===== config.mk =====
export PLATFORM = sky130hd
export DESIGN_NAME = tile_spawner
export DESIGN_NICKNAME = d
export VERILOG_FILES = /design/src/rtl/tile_pkg.sv /design/src/rtl/tile_fifo.sv /design/src/rtl/tile_spawner.sv
export SDC_FILE = /design/constraint.sdc
export NUM_CORES = 1
export LEC_CHECK = 0
export BUFFER_PORTS_ARGS = -buffer_cell sky130_fd_sc_hd__buf_2
export CORE_MARGIN = 3
export CORE_UTILIZATION = 45
export DETAILED_ROUTE_END_ITERATION = 12
export PLACE_DENSITY = 0.74
export SLEW_MARGIN = 20
export SYNTH_ARGS = -nofsm -noshare
export SYNTH_HDL_FRONTEND = slang
export SYNTH_SLANG_ARGS = --single-unit

===== constraint.sdc =====
create_clock -name clk -period 3.1 [get_ports clk]
set_input_delay 0.155 -clock clk [delete_from_list [all_inputs] [get_ports clk]]
set_output_delay 0.155 -clock clk [all_outputs]
set_load 0.01 [all_outputs]

===== src/rtl/tile_pkg.sv =====
// Shared constants and helpers for the tile spawner: LFSR tap masks, ASCII base, clog2.
// Tap masks put tap n on bit n-1 so they can be ANDed directly with the LFSR state.
package tile_pkg;

    localparam logic [7:0] ASCII_BASE = 8'h41;

    function automatic int clog2(input int n);
        int r;
        r = 0;
        for (int i = 0; i < 31; i++) begin
            if ((1 << i) < n) r = i + 1;
        end
        return r;
    endfunction

    // Maximal-length Fibonacci taps for widths 8..16.
    function automatic logic [15:0] lfsr_taps(input int width);
        case (width)
            8:       return 16'h00B8;
            9:       return 16'h0110;
            10:      return 16'h0240;
            11:      return 16'h0500;
            12:      return 16'h0829;
            13:      return 16'h100D;
            14:      return 16'h2015;
            15:      return 16'h6000;
            default: return 16'hD008;
        endcase
    endfunction

endpackage


===== src/rtl/tile_fifo.sv =====
// Show-ahead FIFO: head is visible combinationally, a write appears at the head the next cycle.
// Push is accepted when not full or when a pop happens the same cycle; otherwise it is ignored.
module tile_fifo import tile_pkg::*; #(
    parameter int DEPTH = 4,
    parameter int WIDTH = 8
) (
    input  logic             clk,
    input  logic             rst_n,
    input  logic             i_push,
    input  logic [WIDTH-1:0] i_push_dat,
    input  logic             i_pop,
    output logic [WIDTH-1:0] o_head_dat,
    output logic             o_full,
    output logic             o_empty
);

    localparam int AW = clog2(DEPTH);

    logic [AW:0]      r_wr_ptr;
    logic [AW:0]      r_rd_ptr;
    logic [WIDTH-1:0] r_mem [DEPTH];
    logic             w_do_push;
    logic             w_do_pop;

    // Extra pointer MSB separates full (MSBs differ) from empty (pointers equal).
    assign o_empty    = (r_wr_ptr == r_rd_ptr);
    assign o_full     = (r_wr_ptr[AW] != r_rd_ptr[AW]) &&
                        (r_wr_ptr[AW-1:0] == r_rd_ptr[AW-1:0]);
    assign o_head_dat = r_mem[r_rd_ptr[AW-1:0]];
    assign w_do_pop   = i_pop && !o_empty;
    assign w_do_push  = i_push && (!o_full || w_do_pop);

    always_ff @(posedge clk or negedge rst_n) begin
        if (!rst_n) begin
            r_wr_ptr <= '0;
            r_rd_ptr <= '0;
        end else begin
            if (w_do_push) r_wr_ptr <= r_wr_ptr + (AW+1)'(1);
            if (w_do_pop)  r_rd_ptr <= r_rd_ptr + (AW+1)'(1);
        end
    end

    always_ff @(posedge clk) begin
        if (w_do_push) r_mem[r_wr_ptr[AW-1:0]] <= i_push_dat;
    end

endmodule


===== src/rtl/tile_spawner.sv =====
// Paced random rail spawner; rail/rail_valid one cycle after the tick, byte queued the same tick.
// tx side is valid/ready; spawns while the queue is full are dropped and flagged sticky in overflow.
module tile_spawner import tile_pkg::*; #(
    parameter int          TICK_DIV   = 10_000_000,
    parameter int          NUM_RAILS  = 4,
    parameter int          LFSR_W     = 16,
    parameter logic [15:0] SEED       = 16'hACE1,
    parameter int          FIFO_DEPTH = 4,
    localparam int         RAIL_W     = (clog2(NUM_RAILS) < 1) ? 1 : clog2(NUM_RAILS)
) (
    input  logic              clk,
    input  logic              reset_n,
    input  logic              enable,
    input  logic              no_repeat,
    output logic [RAIL_W-1:0] rail,
    output logic              rail_valid,
    output logic [7:0]        tx_data,
    output logic              tx_valid,
    input  logic              tx_ready,
    output logic              overflow
);

    localparam int                CNT_W    = clog2(TICK_DIV);
    localparam logic [CNT_W-1:0]  CNT_LAST = CNT_W'(TICK_DIV - 1);
    localparam logic [RAIL_W:0]   NR       = (RAIL_W+1)'(NUM_RAILS);
    localparam logic [LFSR_W-1:0] TAPS     = LFSR_W'(lfsr_taps(LFSR_W));

    logic [LFSR_W-1:0] r_lfsr;
    logic [CNT_W-1:0]  r_cnt;
    logic [RAIL_W-1:0] r_rail;
    logic              r_rail_vld;
    logic              r_ovf;

    logic              w_fb;
    logic [LFSR_W-1:0] w_lfsr_nxt;
    logic              w_tick;
    logic [RAIL_W-1:0] w_raw;
    logic [RAIL_W-1:0] w_fold;
    logic [RAIL_W:0]   w_inc;
    logic [RAIL_W-1:0] w_step;
    logic [RAIL_W-1:0] w_cand;
    logic [7:0]        w_byte;
    logic [7:0]        w_head;
    logic              w_full;
    logic              w_empty;
    logic              w_pop;

    assign w_fb       = ^(r_lfsr & TAPS);
    assign w_lfsr_nxt = (r_lfsr == '0) ? LFSR_W'(1) : {r_lfsr[LFSR_W-2:0], w_fb};
    assign w_tick     = enable && (r_cnt == CNT_LAST);

    // Raw draw is below 2*NUM_RAILS, so a single conditional subtraction folds it into range.
    assign w_raw  = r_lfsr[RAIL_W-1:0];
    assign w_fold = ({1'b0, w_raw} >= NR) ? (w_raw - NR[RAIL_W-1:0]) : w_raw;
    assign w_inc  = {1'b0, w_fold} + (RAIL_W+1)'(1);
    assign w_step = (w_inc == NR) ? '0 : w_inc[RAIL_W-1:0];
    assign w_cand = (no_repeat && (w_fold == r_rail)) ? w_step : w_fold;
    assign w_byte = ASCII_BASE + 8'(w_cand);

    assign w_pop      = !w_empty && tx_ready;
    assign tx_valid   = !w_empty;
    assign tx_data    = w_empty ? 8'h00 : w_head;
    assign rail       = r_rail;
    assign rail_valid = r_rail_vld;
    assign overflow   = r_ovf;

    // r_rail doubles as last_rail: both are only ever written together with the same value.
    always_ff @(posedge clk or negedge reset_n) begin
        if (!reset_n) begin
            r_lfsr     <= SEED[LFSR_W-1:0];
            r_cnt      <= '0;
            r_rail     <= '0;
            r_rail_vld <= 1'b0;
            r_ovf      <= 1'b0;
        end else begin
            r_lfsr     <= w_lfsr_nxt;
            r_rail_vld <= w_tick;
            if (enable) r_cnt <= w_tick ? '0 : r_cnt + CNT_W'(1);
            if (w_tick) r_rail <= w_cand;
            if (w_tick && w_full && !w_pop) r_ovf <= 1'b1;
        end
    end

    tile_fifo #(
        .DEPTH (FIFO_DEPTH),
        .WIDTH (8)
    ) u_fifo (
        .clk        (clk),
        .rst_n      (reset_n),
        .i_push     (w_tick),
        .i_push_dat (w_byte),
        .i_pop      (w_pop),
        .o_head_dat (w_head),
        .o_full     (w_full),
        .o_empty    (w_empty)
    );

endmodule


# Word level (Yosys, flattened, before mapping)
# Memory sizes are Yosys's and may differ from the RTL's.
# Cells that the tools add are included.
# W data, S select, Z words.
dict set report classes {
  reduce_logical 14
  n_mux 7
  add_sub_neg 5
  eq_ne 6
}
# operator n
set op_table {}
lappend op_table {{$add A24 B1 Y24 const B} 1}
lappend op_table {{$eq A24 B24 Y1 const B} 1}
lappend op_table {{$mux W24} 1}
lappend op_table {{$logic_not A16 Y1} 1}
lappend op_table {{$mux W16} 1}
lappend op_table {{$reduce_xor A16 Y1} 1}
lappend op_table {{$add A7 B2 Y8 const A} 1}
lappend op_table {{$logic_and A1 B1 Y1} 8}
lappend op_table {{$mux W8} 1}
lappend op_table {{$add A3 B1 Y3 const B} 2}
lappend op_table {{$eq A2 B2 Y1} 2}
lappend op_table {{$mux W2} 2}
lappend op_table {{$add A2 B1 Y3 const B} 1}
lappend op_table {{$eq A3 B3 Y1} 1}
lappend op_table {{$eq A3 B3 Y1 const B} 1}
lappend op_table {{$logic_not A1 Y1} 3}
lappend op_table {{$mux W1} 2}
lappend op_table {{$logic_or A1 B1 Y1} 1}
lappend op_table {{$ne A1 B1 Y1} 1}
dict set report totals {
  word_cells 40
  regBits 50
  in_bits 5
  mem_count 1
  ram_bits 32
}
# name depth width read_ports rd_ports_with_merged_regs wr line
set memory_table {}
lappend memory_table {u_fifo.r_mem 4 8 1 0 1 tile_fifo.sv:21} ;# logic [WIDTH-1:0] r_mem [DEPTH];

# Longest topological paths before layout
# Gate-level depths: netlist of run 1.
dict set report depth {
  depth_word 8
  ltp_mapped 7
  ltp_nobuf 5
}

# Modules after synthesis
# From an unflattened synthesis of run 1, not the netlist that was laid out.
dict set report unflattened {
  hier_cells 282
  hier_area_um2 3664.8
}
# mod cells_each area_each_um2 instances seq_area_each_um2
set by_module_without_submodules {}
lappend by_module_without_submodules {tile_spawner 197 2062.0 1 1111.1}
lappend by_module_without_submodules {tile_fifo 85 1602.8 1 1111.1}

# Worst setup path before layout of run 1
# Ideal clock, no wire load.
dict set report synth_timing {
  path_kind {register to register}
  startpoint {register r_cnt[0]}
  endpoint {memory u_fifo.r_mem[0][0], enable pin}
  path_stages_with_launch 7
  setup_ns 0.303
  arrival_ns 1.405
  slack_ns 1.392
  path_buffers 1
  t_required_ns 2.797
  path_cell_list {dfrtp_1 > ha_1 > and4_1 > buf_2 > nand3_2 > nor3_4 > and2_1}
}
dict set report synth_between {
  elab_chain_len 5
}
# item line
set synth_rtl {}
lappend synth_rtl {{start: declaration} tile_spawner.sv:29} ;# logic [CNT_W-1:0] r_cnt;
lappend synth_rtl {{start signal: assignment} tile_spawner.sv:78} ;# if (enable) r_cnt <= w_tick ? '0 : r_cnt + CNT_W'(1);
lappend synth_rtl {{$eq A24 B24 Y1} tile_spawner.sv:50} ;# assign w_tick = enable && (r_cnt == CNT_LAST);
lappend synth_rtl {{$logic_and A1 B1 Y1} tile_spawner.sv:50}
lappend synth_rtl {{$logic_and A1 B1 Y1} tile_fifo.sv:31} ;# assign w_do_push = i_push && (!o_full || w_do_pop);
lappend synth_rtl {{$mux W1} tile_fifo.sv:44} ;# if (w_do_push) r_mem[r_wr_ptr[AW-1:0]] <= i_push_dat;
lappend synth_rtl {{$mux W1 (implied by the code)} tile_fifo.sv:44}
lappend synth_rtl {{end: declaration} tile_fifo.sv:21}
# No other way between the ends.

# Worst setup path in the final report of run 1
dict set report layout_timing {
  startpoint {register r_cnt[0]}
  endpoint {register r_rail[1], in the netlist rail[1]}
}
dict set report layout_between {
  elab_chain_len 2
}
# item line
set layout_rtl {}
lappend layout_rtl {{$eq A24 B24 Y1} tile_spawner.sv:50}
lappend layout_rtl {{$logic_and A1 B1 Y1} tile_spawner.sv:50}
lappend layout_rtl {{named net u_fifo.i_push} tile_fifo.sv:9} ;# input logic i_push,
lappend layout_rtl {{end signal: assignment} tile_spawner.sv:79} ;# if (w_tick) r_rail <= w_cand;
lappend layout_rtl {{end: declaration} tile_spawner.sv:30} ;# logic [RAIL_W-1:0] r_rail;
# The timed path passes the listed nets, and every way through them passes these cells.
# A chain may end at the register's enable or synchronous reset.

==> results.cfg, run 1 <==
[setup_path]
reg2reg_setup_slack_ps = 1020
crit_end = rail[1]$_DFFE_PN0N_
endpoint_kind = flop
cp_num_buf_inv = 0
reg2reg_from = r_cnt[0]$_DFFE_PN0P_
worstPathArrival_ps = 2300
crit_type = reg2reg
cpLargestDelayFamily = simple AND/OR/NAND/NOR gates
r2r-end = rail[1]$_DFFE_PN0N_
required_ps = 3320
slowest_stage = nor2_2
reg2reg_depth = 5
crit_fanout = 13
max_stage_delay_ps = 420
start_kind = flop
cp_cell_sequence = ha_1 > and4_1 > nand3_2 > nor2_2 > mux2_1
path_depth = 5
crit_start = r_cnt[0]$_DFFE_PN0P_

[power]
power.internal_w = 0.001445
p_clk_frac = 0.392
powerDensity_mw_per_mm2 = 609.4
power.switching_w = 0.0005228
ir_drop_uv = 392.1
p_comb_frac = 0.121
seqPwrFrac = 0.487
swShare = 0.2657
leakage_nw = 1.418

[sta]
tightest_slew_ps = 619.7
maxSlewViolCount = 0
relSlewSlack = 0.5869
worst_clock_skew_ps = 12.66
max_freq_mhz = 481.0
rsz0062_at_grt = false
hold_viol_final = 0
setup_tns_ps = 0
setup_viol_count_final = 0
fin_crit_sh = 0.6706
finalCriticalPeriod_ps = 2079

[floorplan]
start_util = 0.4807
coreArea_mm2 = 0.006096
die_w_um = 86.70
placementRows = 28
die_area_mm2 = 0.007516
ios = 18
die_h_um = 86.70

[yosys]
synth-seq-cells = 62
ys_types = 48
synth_top_cell_area_share = 0.3587
synth_edf_count = 12
synthArstFlopShare = 0.8065
avgSynthCellArea_um2 = 12.26
synth_most_common_cell = dfrtp_1
syn-cell-area_mm2 = 0.002930
yosysSeqAreaShare = 0.5534
ys.flop_type = dfrtp_1
synth_common_cells = dfrtp_1, xnor2_1, nand2_1, clkbuf_1
netlist_instances = 239
synthTopCellsByArea = dfrtp_1, edfxtp_1, dfstp_2
yosysWarnings = 0
synth.largest_area_cell = dfrtp_1

[hold_path]
hold_path.class = in2reg
whs_path_depth = 3

[clock_tree]
cts_hold_buf = 0
clk_latency_ps = 350
path_clk_slew_ps = 80
numCtsBuffers = 9
cts_tree = done
postCtsSetupBuffers = 0
cts_root_buf = clkbuf_8
cts-resized-gates = 0
cts_max_level = 3
clock_sinks = 62
clockBufferDepth = 2

[job]
cap_violations = 0

[grt]
grt_pass1_wl_um = 8300
grt_use_total = 0.1482
grt_overflow = 0
grt_max_degree = 51
grt_pass1_vias = 1738
antenna_found_initial = 0

[status]
status = complete, no violations

[detailed_routing]
avgViaCountPerCell = 5.280
remaining_drc_errors = 0
routed_wirelength_um = 4906
antenna_left = 0
dr.pass1.iters = 4
wire_per_inst_um = 15.10
drt-initial-drc-count = 47
vias = 1716

[final_layout]
diodes = 0
syn_to_final_growth_pct = 10.16
drive_gt1_frac = 0.2040
final_net_count = 260
fin_area_mm2 = 0.003228

[placement]
portBuffers = 13
routabilityCongestion = 0.8377
place_hpwl_um = 3368
dpl_cell_area_mm2 = 0.002994
==> logic make-up after synthesis <==
kind of cell	after synthesis	synth area share
compound gates	21	0.04996
xor+xnor	25	0.07472
fa+ha+maj	10	0.04270
buf+inv	34	0.05167
flops	62	0.5534
mux	9	0.04483
other cells	1	0.001280
simple gates	77	0.1815
==> per-stage QoR <==
stage	utilization	worst slack, ps	std cells	total power (W)	hold WS (ps)
floorplan	-	1392	242	0.001148	-140.6
global placement	0.4912	1139	308	0.001202	357.5
detailed placement	0.4912	1028	308	0.001215	358.2
CTS	0.5275	1011	324	0.001993	35.96
global route	0.5296	886.2	325	0.002064	120.1
finish	0.5296	1021	325	0.001967	114.6
==> per-layer routing <==
layer	GRT usage	routed length, um	part of all wire
met3	0.06084	239	0.049
met5	0	0	0
met1	0.1884	2282	0.47
met4	0.06799	51	0.010
met2	0.2211	2332	0.48
==> cell usage in the layout (no fill, tap or decap), types with 2 or more instances in the layout <==
master / Yosys / layout
mux4_2: 3 / 3
buf_2: 4 / 12
dfrtp_1: 42 / 42
ha_1: 10 / 10
o221ai_1: 2 / 2
inv_6: 0 / 4
nand2_1: 14 / 14
nand3_1: 8 / 8
and4b_1: 2 / 2
edfxtp_1: 12 / 12
a21oi_1: 2 / 2
a21o_1: 4 / 4
nor2_1: 4 / 4
xnor2_1: 18 / 18
xor2_1: 7 / 7
conb_1: 1 / 4
o31ai_1: 3 / 3
nor4_1: 2 / 2
nor3_1: 3 / 3
and2_1: 12 / 12
nand3b_1: 3 / 3
dfstp_2: 8 / 8
and4_1: 5 / 5
o21ai_0: 5 / 5
inv_1: 12 / 12
or4_1: 2 / 2
clkbuf_8: 0 / 9
mux2i_1: 3 / 3
mux2_2: 2 / 2
nand4_1: 8 / 8
and3_1: 3 / 3
==> worst min path at each step <==
stage                                      to                 start
4_1_cts                  r_cnt[6]$_DFFE_PN0P_               reset_n
3_3_place_gp             r_lfsr[11]$_DFF_PN1_  r_lfsr[10]$_DFF_PN1_
6_report       u_fifo.r_rd_ptr[0]$_DFFE_PN0P_              tx_ready
5_1_grt        u_fifo.r_rd_ptr[0]$_DFFE_PN0P_              tx_ready
3_5_place_dp             r_lfsr[11]$_DFF_PN1_  r_lfsr[10]$_DFF_PN1_
2_1_floorplan            overflow$_DFFE_PN0P_               reset_n
==> registers in the layout, indices dropped and copies added, names as in the netlist <==
signal           flops
overflow             1
r_cnt               24
r_lfsr              16
rail                 2
rail_valid           1
u_fifo.r_mem        12
u_fifo.r_rd_ptr      3
u_fifo.r_wr_ptr      3
==> cell type report <==
cell class | instances | area [um2]
flip-flops and latches | 62 | 1622
fillers | 497 | 2868
repair buffers | 14 | 77.57
clock inverters | 6 | 72.57
well taps | 75 | 93.84
clock buffers | 10 | 148.9
multi-input cells | 146 | 1169
inverters | 12 | 45.04
==> power by group through the flow <==
stage / Combinational (W) / Clock [W] / Sequential (W)
4_1_cts: 0.000242 / 0.000793 / 0.000959
3_3_place_gp: 0.000232 / 0 / 0.000970
2_1_floorplan: 0.000204 / 0 / 0.000944
6_report: 0.000237 / 0.000771 / 0.000959
3_5_place_dp: 0.000240 / 0 / 0.000974
5_1_grt: 0.000269 / 0.000825 / 0.000970
==> worst register-to-register path: stages (launching register included) <==
cell	delay, ps
dfrtp_1	380
ha_1	180
and4_1	300
nand3_2	320
nor2_2	420
mux2_1	370
Power figures use the tool's default switching activity.
==> inputs of run 2 (changes only) <==
--- a/config.mk
+++ b/config.mk
@@ -5,11 +5,12 @@
 export SDC_FILE = /design/constraint.sdc
 export NUM_CORES = 1
 export LEC_CHECK = 0
+export ABC_AREA = 1
 export BUFFER_PORTS_ARGS = -buffer_cell sky130_fd_sc_hd__buf_2
 export CORE_MARGIN = 3
 export CORE_UTILIZATION = 45
 export DETAILED_ROUTE_END_ITERATION = 12
-export PLACE_DENSITY = 0.74
+export PLACE_DENSITY = 0.76
 export SLEW_MARGIN = 20
 export SYNTH_ARGS = -nofsm -noshare
 export SYNTH_HDL_FRONTEND = slang
==> constraint.sdc (replaced) <==
create_clock -name clk -period 1.7 [get_ports clk]
set_input_delay 0.085 -clock clk [delete_from_list [all_inputs] [get_ports clk]]
set_output_delay 0.085 -clock clk [all_outputs]
set_load 0.01 [all_outputs]
==> results.cfg, run 2 <==
[sta]
worst_clock_skew_ps = 7.271
maxSlewViolCount = 0
hold_viol_final = 0
max_freq_mhz = 616.6
fin_crit_sh = 0.9540
setup_tns_ps = 0
setup_viol_count_final = 0
finalCriticalPeriod_ps = 1622

[detailed_routing]
avgViaCountPerCell = 4.763
vias = 2448
dr.pass1.iters = 4
drt-initial-drc-count = 119
antenna_left = 0
remaining_drc_errors = 0
wire_per_inst_um = 11.79
routed_wirelength_um = 6059

[grt]
antenna_found_initial = 0
grt_use_total = 0.1572
grt_overflow = 0
grt_pass1_wl_um = 10460
grt_pass1_vias = 2355
grt_max_degree = 51

[final_layout]
fillCellCount = 614
final_net_count = 428
final_cell_mix = nand2_1, inv_1, nor2_1
syn_to_final_growth_pct = 15.06
largest_reg_flops = 24
largest_register = r_cnt
diodes = 0
fin_util = 0.5399
drive_gt1_frac = 0.2440
final_common_cell = nand2_1

[setup_path]
max_stage_delay_ps = 570
start_kind = flop
worstPathArrival_ps = 1720
endpoint_kind = flop
crit_fanout = 5
cp_num_buf_inv = 1
reg2reg_from = r_lfsr[0]$_DFF_PN1_
slowest_stage = dfstp_2
reg2reg_setup_slack_ps = 80
crit_type = reg2reg
cp_cell_sequence = inv_1 > ha_1 > nand3_1 > nand2_1 > ha_4
cpLargestDelayFamily = flip-flops
reg2reg_depth = 5
required_ps = 1800
r2r-end = u_fifo.r_mem[2][1]$_DFFE_PP_

[floorplan]
die_area_mm2 = 0.008256
start_util = 0.4692
ios = 18
coreArea_mm2 = 0.006907
placementRows = 30
die_h_um = 90.86
die_w_um = 90.86

[clock_tree]
clk_latency_ps = 340
clockBufferDepth = 2
path_clk_slew_ps = 70
cts_tree = done
cts_root_buf = clkbuf_8
cts_max_level = 3
numCtsBuffers = 9
clock_sinks = 62

[yosys]
synth-seq-cells = 62
ys_types = 36
avgSynthCellArea_um2 = 8.352
synthArstFlopShare = 0.8065
yosysSeqAreaShare = 0.5004
ys.flop_type = dfrtp_1
yosysWarnings = 0
syn-cell-area_mm2 = 0.003241
synth.largest_area_cell = dfrtp_1
synth_top_cell_area_share = 0.3243
synth_most_common_cell = nand2_1
synth_common_cells = nand2_1, inv_1, nor2_1, dfrtp_1
synthTopCellsByArea = dfrtp_1, edfxtp_1, nand2_1
netlist_instances = 388
synth_edf_count = 12

[status]
status = complete, no violations

[hold_path]
hold_path.class = in2reg
whs_path_depth = 3
min_to = u_fifo.r_rd_ptr[0]$_DFFE_PN0P_
min_from = tx_ready

[power]
ir_drop_uv = 391.2
leakage_nw = 1.846
powerDensity_mw_per_mm2 = 1018

[placement]
portBuffers = 13
routabilityCongestion = 0.8731
place_hpwl_um = 4318

[job]
cap_violations = 0
==> run 2: power by group <==
group	switching (W)	total [W]	internal, W
clock	0.000583	0.00125	0.000671
sequential	0.000119	0.00174	0.00162
combinational	0.000493	0.000805	0.000312
total	0.00119	0.00380	0.00260
==> run 2: area by class of cell <==
type                    count  area [um2]  area share
flip-flops and latches     62        1625      0.4359
multi-input cells         249        1359      0.3644
inverters                  62       234.0     0.06275
repair buffers             29       200.2     0.05369
clock buffers              10       127.6     0.03423
well taps                  96       120.1     0.03221
clock inverters             6       62.56     0.01678
==> run 2: repair_timing <==
action / CTS / global route
setup endpoints to repair: 0 / 26
resized for setup: 0 / 19
hold endpoints to repair: 50 / 0
buffers inserted: 0 / 3
hold buffers: 1 / 0
==> run 2: cells by family (layout without fill, tap and decap cells) <==
group           Yosys count  in the layout  synth area share
compound gates           28             28           0.04672
xor+xnor                 10             10           0.02703
fa+ha+maj                10             10           0.03861
buf+inv                  80            107            0.1012
flops                    62             62            0.5004
other cells               1              4          0.001157
simple gates            197            197            0.2849
==> run 2: worst max path at each step <==
stage | startpoint | endpoint | slack (ps) | cells after the start
4_1_cts | r_cnt[1]$_DFFE_PN0P_ | u_fifo.r_mem[0][2]$_DFFE_PP_ | 10 | 9
3_3_place_gp | r_lfsr[0]$_DFF_PN1_ | u_fifo.r_mem[2][1]$_DFFE_PP_ | 50 | 5
5_1_grt | u_fifo.r_wr_ptr[0]$_DFFE_PN0P_ | tx_data[2] | -20 | 8
3_5_place_dp | r_cnt[1]$_DFFE_PN0P_ | u_fifo.r_mem[1][0]$_DFFE_PP_ | 20 | 9
2_1_floorplan | r_lfsr[0]$_DFF_PN1_ | u_fifo.r_mem[0][1]$_DFFE_PP_ | 110 | 5
6_report | r_lfsr[0]$_DFF_PN1_ | u_fifo.r_mem[2][1]$_DFFE_PP_ | 80 | 5
==> run 2: metrics by stage <==
step	hold WS, ps	std cells	setup WS (ps)	power, W	instance area, um2
6_report	31.93	514	78.19	0.003796	3729
4_1_cts	23.51	511	10.22	0.003790	3646
3_3_place_gp	93.56	494	51.48	0.002496	3446
2_1_floorplan	-210.6	391	108.7	0.002300	3252
3_5_place_dp	91.93	494	23.57	0.002535	3446
5_1_grt	44.14	514	-17.93	0.004003	3729
==> run 2: metal layers <==
layer / up-vias / wire length, um / global-route usage
met2: 35 / 2915 / 0.2464
met1: 1161 / 2885 / 0.2103
met4: 0 / 116 / 0.08166
met5: - / 0 / 0
li1: 1244 / - / -
met3: 8 / 142 / 0.02500
==> run 2: tightest hold or removal path: stages <==
cell and delay, ps:
buf_2 110, nand2_2 80, xor2_1 60
==> inputs of run 3 (changes only) <==
--- a/config.mk
+++ b/config.mk
@@ -7,10 +7,12 @@
 export LEC_CHECK = 0
 export ABC_AREA = 1
 export BUFFER_PORTS_ARGS = -buffer_cell sky130_fd_sc_hd__buf_2
+export CELL_PAD_IN_SITES_DETAIL_PLACEMENT = 1
+export CELL_PAD_IN_SITES_GLOBAL_PLACEMENT = 1
 export CORE_MARGIN = 3
-export CORE_UTILIZATION = 45
+export CORE_UTILIZATION = 42
 export DETAILED_ROUTE_END_ITERATION = 12
-export PLACE_DENSITY = 0.76
+export PLACE_DENSITY = 0.88
 export SLEW_MARGIN = 20
 export SYNTH_ARGS = -nofsm -noshare
 export SYNTH_HDL_FRONTEND = slang
==> results.cfg, run 3 (same netlist as run 2, synthesis figures left out) <==
[power]
p_total_w = 0.003869
leakage_nw = 1.872
seqPwrFrac = 0.453
powerDensity_mw_per_mm2 = 1023
power.internal_w = 0.002600
p_clk_frac = 0.333
power.switching_w = 0.001269
swShare = 0.3281
p_comb_frac = 0.214
ir_drop_uv = 432.8

[hold_path]
hold_path.class = in2reg

[grt]
grt_pass1_wl_um = 13420
grt_overflow = 0
grt_max_degree = 51
grt_pass1_vias = 2810
grt_use_total = 0.1977
antenna_found_initial = 0

[floorplan]
coreArea_mm2 = 0.007370
die_w_um = 93.84
start_util = 0.4397
die_area_mm2 = 0.008806
placementRows = 31
die_h_um = 93.84
ios = 18

[clock_tree]
clock_sinks = 62
clk_latency_ps = 350
cts_max_level = 3
numCtsBuffers = 9
clockBufferDepth = 2
cts_root_buf = clkbuf_8
cts_tree = done
path_clk_slew_ps = 70

[detailed_routing]
dr.pass1.iters = 4
avgViaCountPerCell = 5.027
routed_wirelength_um = 8392
drt-initial-drc-count = 149
remaining_drc_errors = 0
vias = 2619
wire_per_inst_um = 16.11
antenna_left = 0

[sta]
tightest_slew_ps = 655.4
hold_viol_final = 0
relSlewSlack = 0.5631
setup_viol_count_final = 0
worst_slack_ps = 13.41
finalCriticalPeriod_ps = 1687
fin_crit_sh = 0.9921
worst_clock_skew_ps = 7.085
maxSlewViolCount = 0
max_freq_mhz = 592.9

[setup_path]
critPathMostFrequentCell = nor2_4
start_kind = flop
cp_cell_sequence = ha_2 > nand2_4 > nor2_4 > nand2_2 > nor2_4 > nand4_1 > inv_2
worstPathArrival_ps = 1750
endpoint_kind = flop
required_ps = 1760
crit_type = reg2reg
slowest_stage = dfrtp_1
crit_fanout = 3
max_stage_delay_ps = 380

[final_layout]
fin_util = 0.5132
drive_gt1_frac = 0.2630
diodes = 0
final_net_count = 432
largest_register = r_cnt
final_cell_mix = nand2_1, inv_1, nor2_1
largest_reg_flops = 24
syn_to_final_growth_pct = 16.72
final_common_cell = nand2_1
instances_no_fill = 521

[placement]
portBuffers = 13
place_hpwl_um = 5556
pre_cts_slack_ps = -17.66
routabilityCongestion = 0.8193
dpl.cell_count = 500

[job]
cap_violations = 0

[status]
status = complete, no violations
run 3: metrics by stage:
step / setup TNS [ps] / cell area, um2 / hold slack, ps
2_1_floorplan: 0 / 3252 / -210.6
5_1_grt: -297.8 / 3782 / 72.58
3_5_place_dp: -70.52 / 3460 / 242.7
4_1_cts: 0 / 3679 / 33.21
3_3_place_gp: 0 / 3460 / 236.3
6_report: 0 / 3782 / 36.09
run 3: final timing paths:
check                                      from                             end  slack [ps]  depth (start not counted)
setup / recovery           r_cnt[1]$_DFFE_PN0P_    u_fifo.r_mem[3][0]$_DFFE_PP_          10                          7
hold / removal                         tx_ready  u_fifo.r_rd_ptr[0]$_DFFE_PN0P_          40                          3
setup reg to reg           r_cnt[1]$_DFFE_PN0P_    u_fifo.r_mem[3][0]$_DFFE_PP_          10                          7
hold reg to reg             r_lfsr[5]$_DFF_PN1_             r_lfsr[6]$_DFF_PN1_         370                          0
max in group asynchronous               reset_n  u_fifo.r_wr_ptr[1]$_DFFE_PN0P_         840                          3
min in group asynchronous               reset_n            r_cnt[5]$_DFFE_PN0P_         380                          3
run 3: power groups by stage:
stage               Sequential, W  Clock (W)  Combinational, W
floorplan                 0.00174          0          0.000563
global placement          0.00176          0          0.000738
detailed placement        0.00177          0          0.000783
CTS                       0.00174    0.00131          0.000793
global route              0.00177    0.00136          0.000945
finish                    0.00175    0.00129          0.000828
run 3: cell type report:
type                    count  area (um2)
multi-input cells         249        1390
clock buffers              10       127.6
clock inverters             6       62.56
flip-flops and latches     62        1627
well taps                  99       123.9
inverters                  62       234.0
repair buffers             33       217.7
fillers                   881        3587
run 3: routing by layer:
layer / track usage / vias to the layer above / share of wire / routed length (um)
met2: 0.3726 / 36 / 0.54 / 4497
met4: 0.07942 / 0 / 0.026 / 221
li1: - / 1243 / - / -
met5: 0 / - / 0 / 0
met1: 0.2166 / 1326 / 0.41 / 3431
met3: 0.03446 / 14 / 0.029 / 243
run 3: timing repair:
action	CTS	global route
resized for setup	5	23
buffers inserted	0	4
hold buffers	1	0
setup endpoints to repair	14	27
hold endpoints to repair	42	0
pin swaps	1	6
run 3: critical path, delay by kind of cell, from the launching register on:
kind / cells / cell delay (ps)
simple gates: 5 / 680
flops: 1 / 380
fa+ha+maj: 1 / 200
buf+inv: 1 / 140
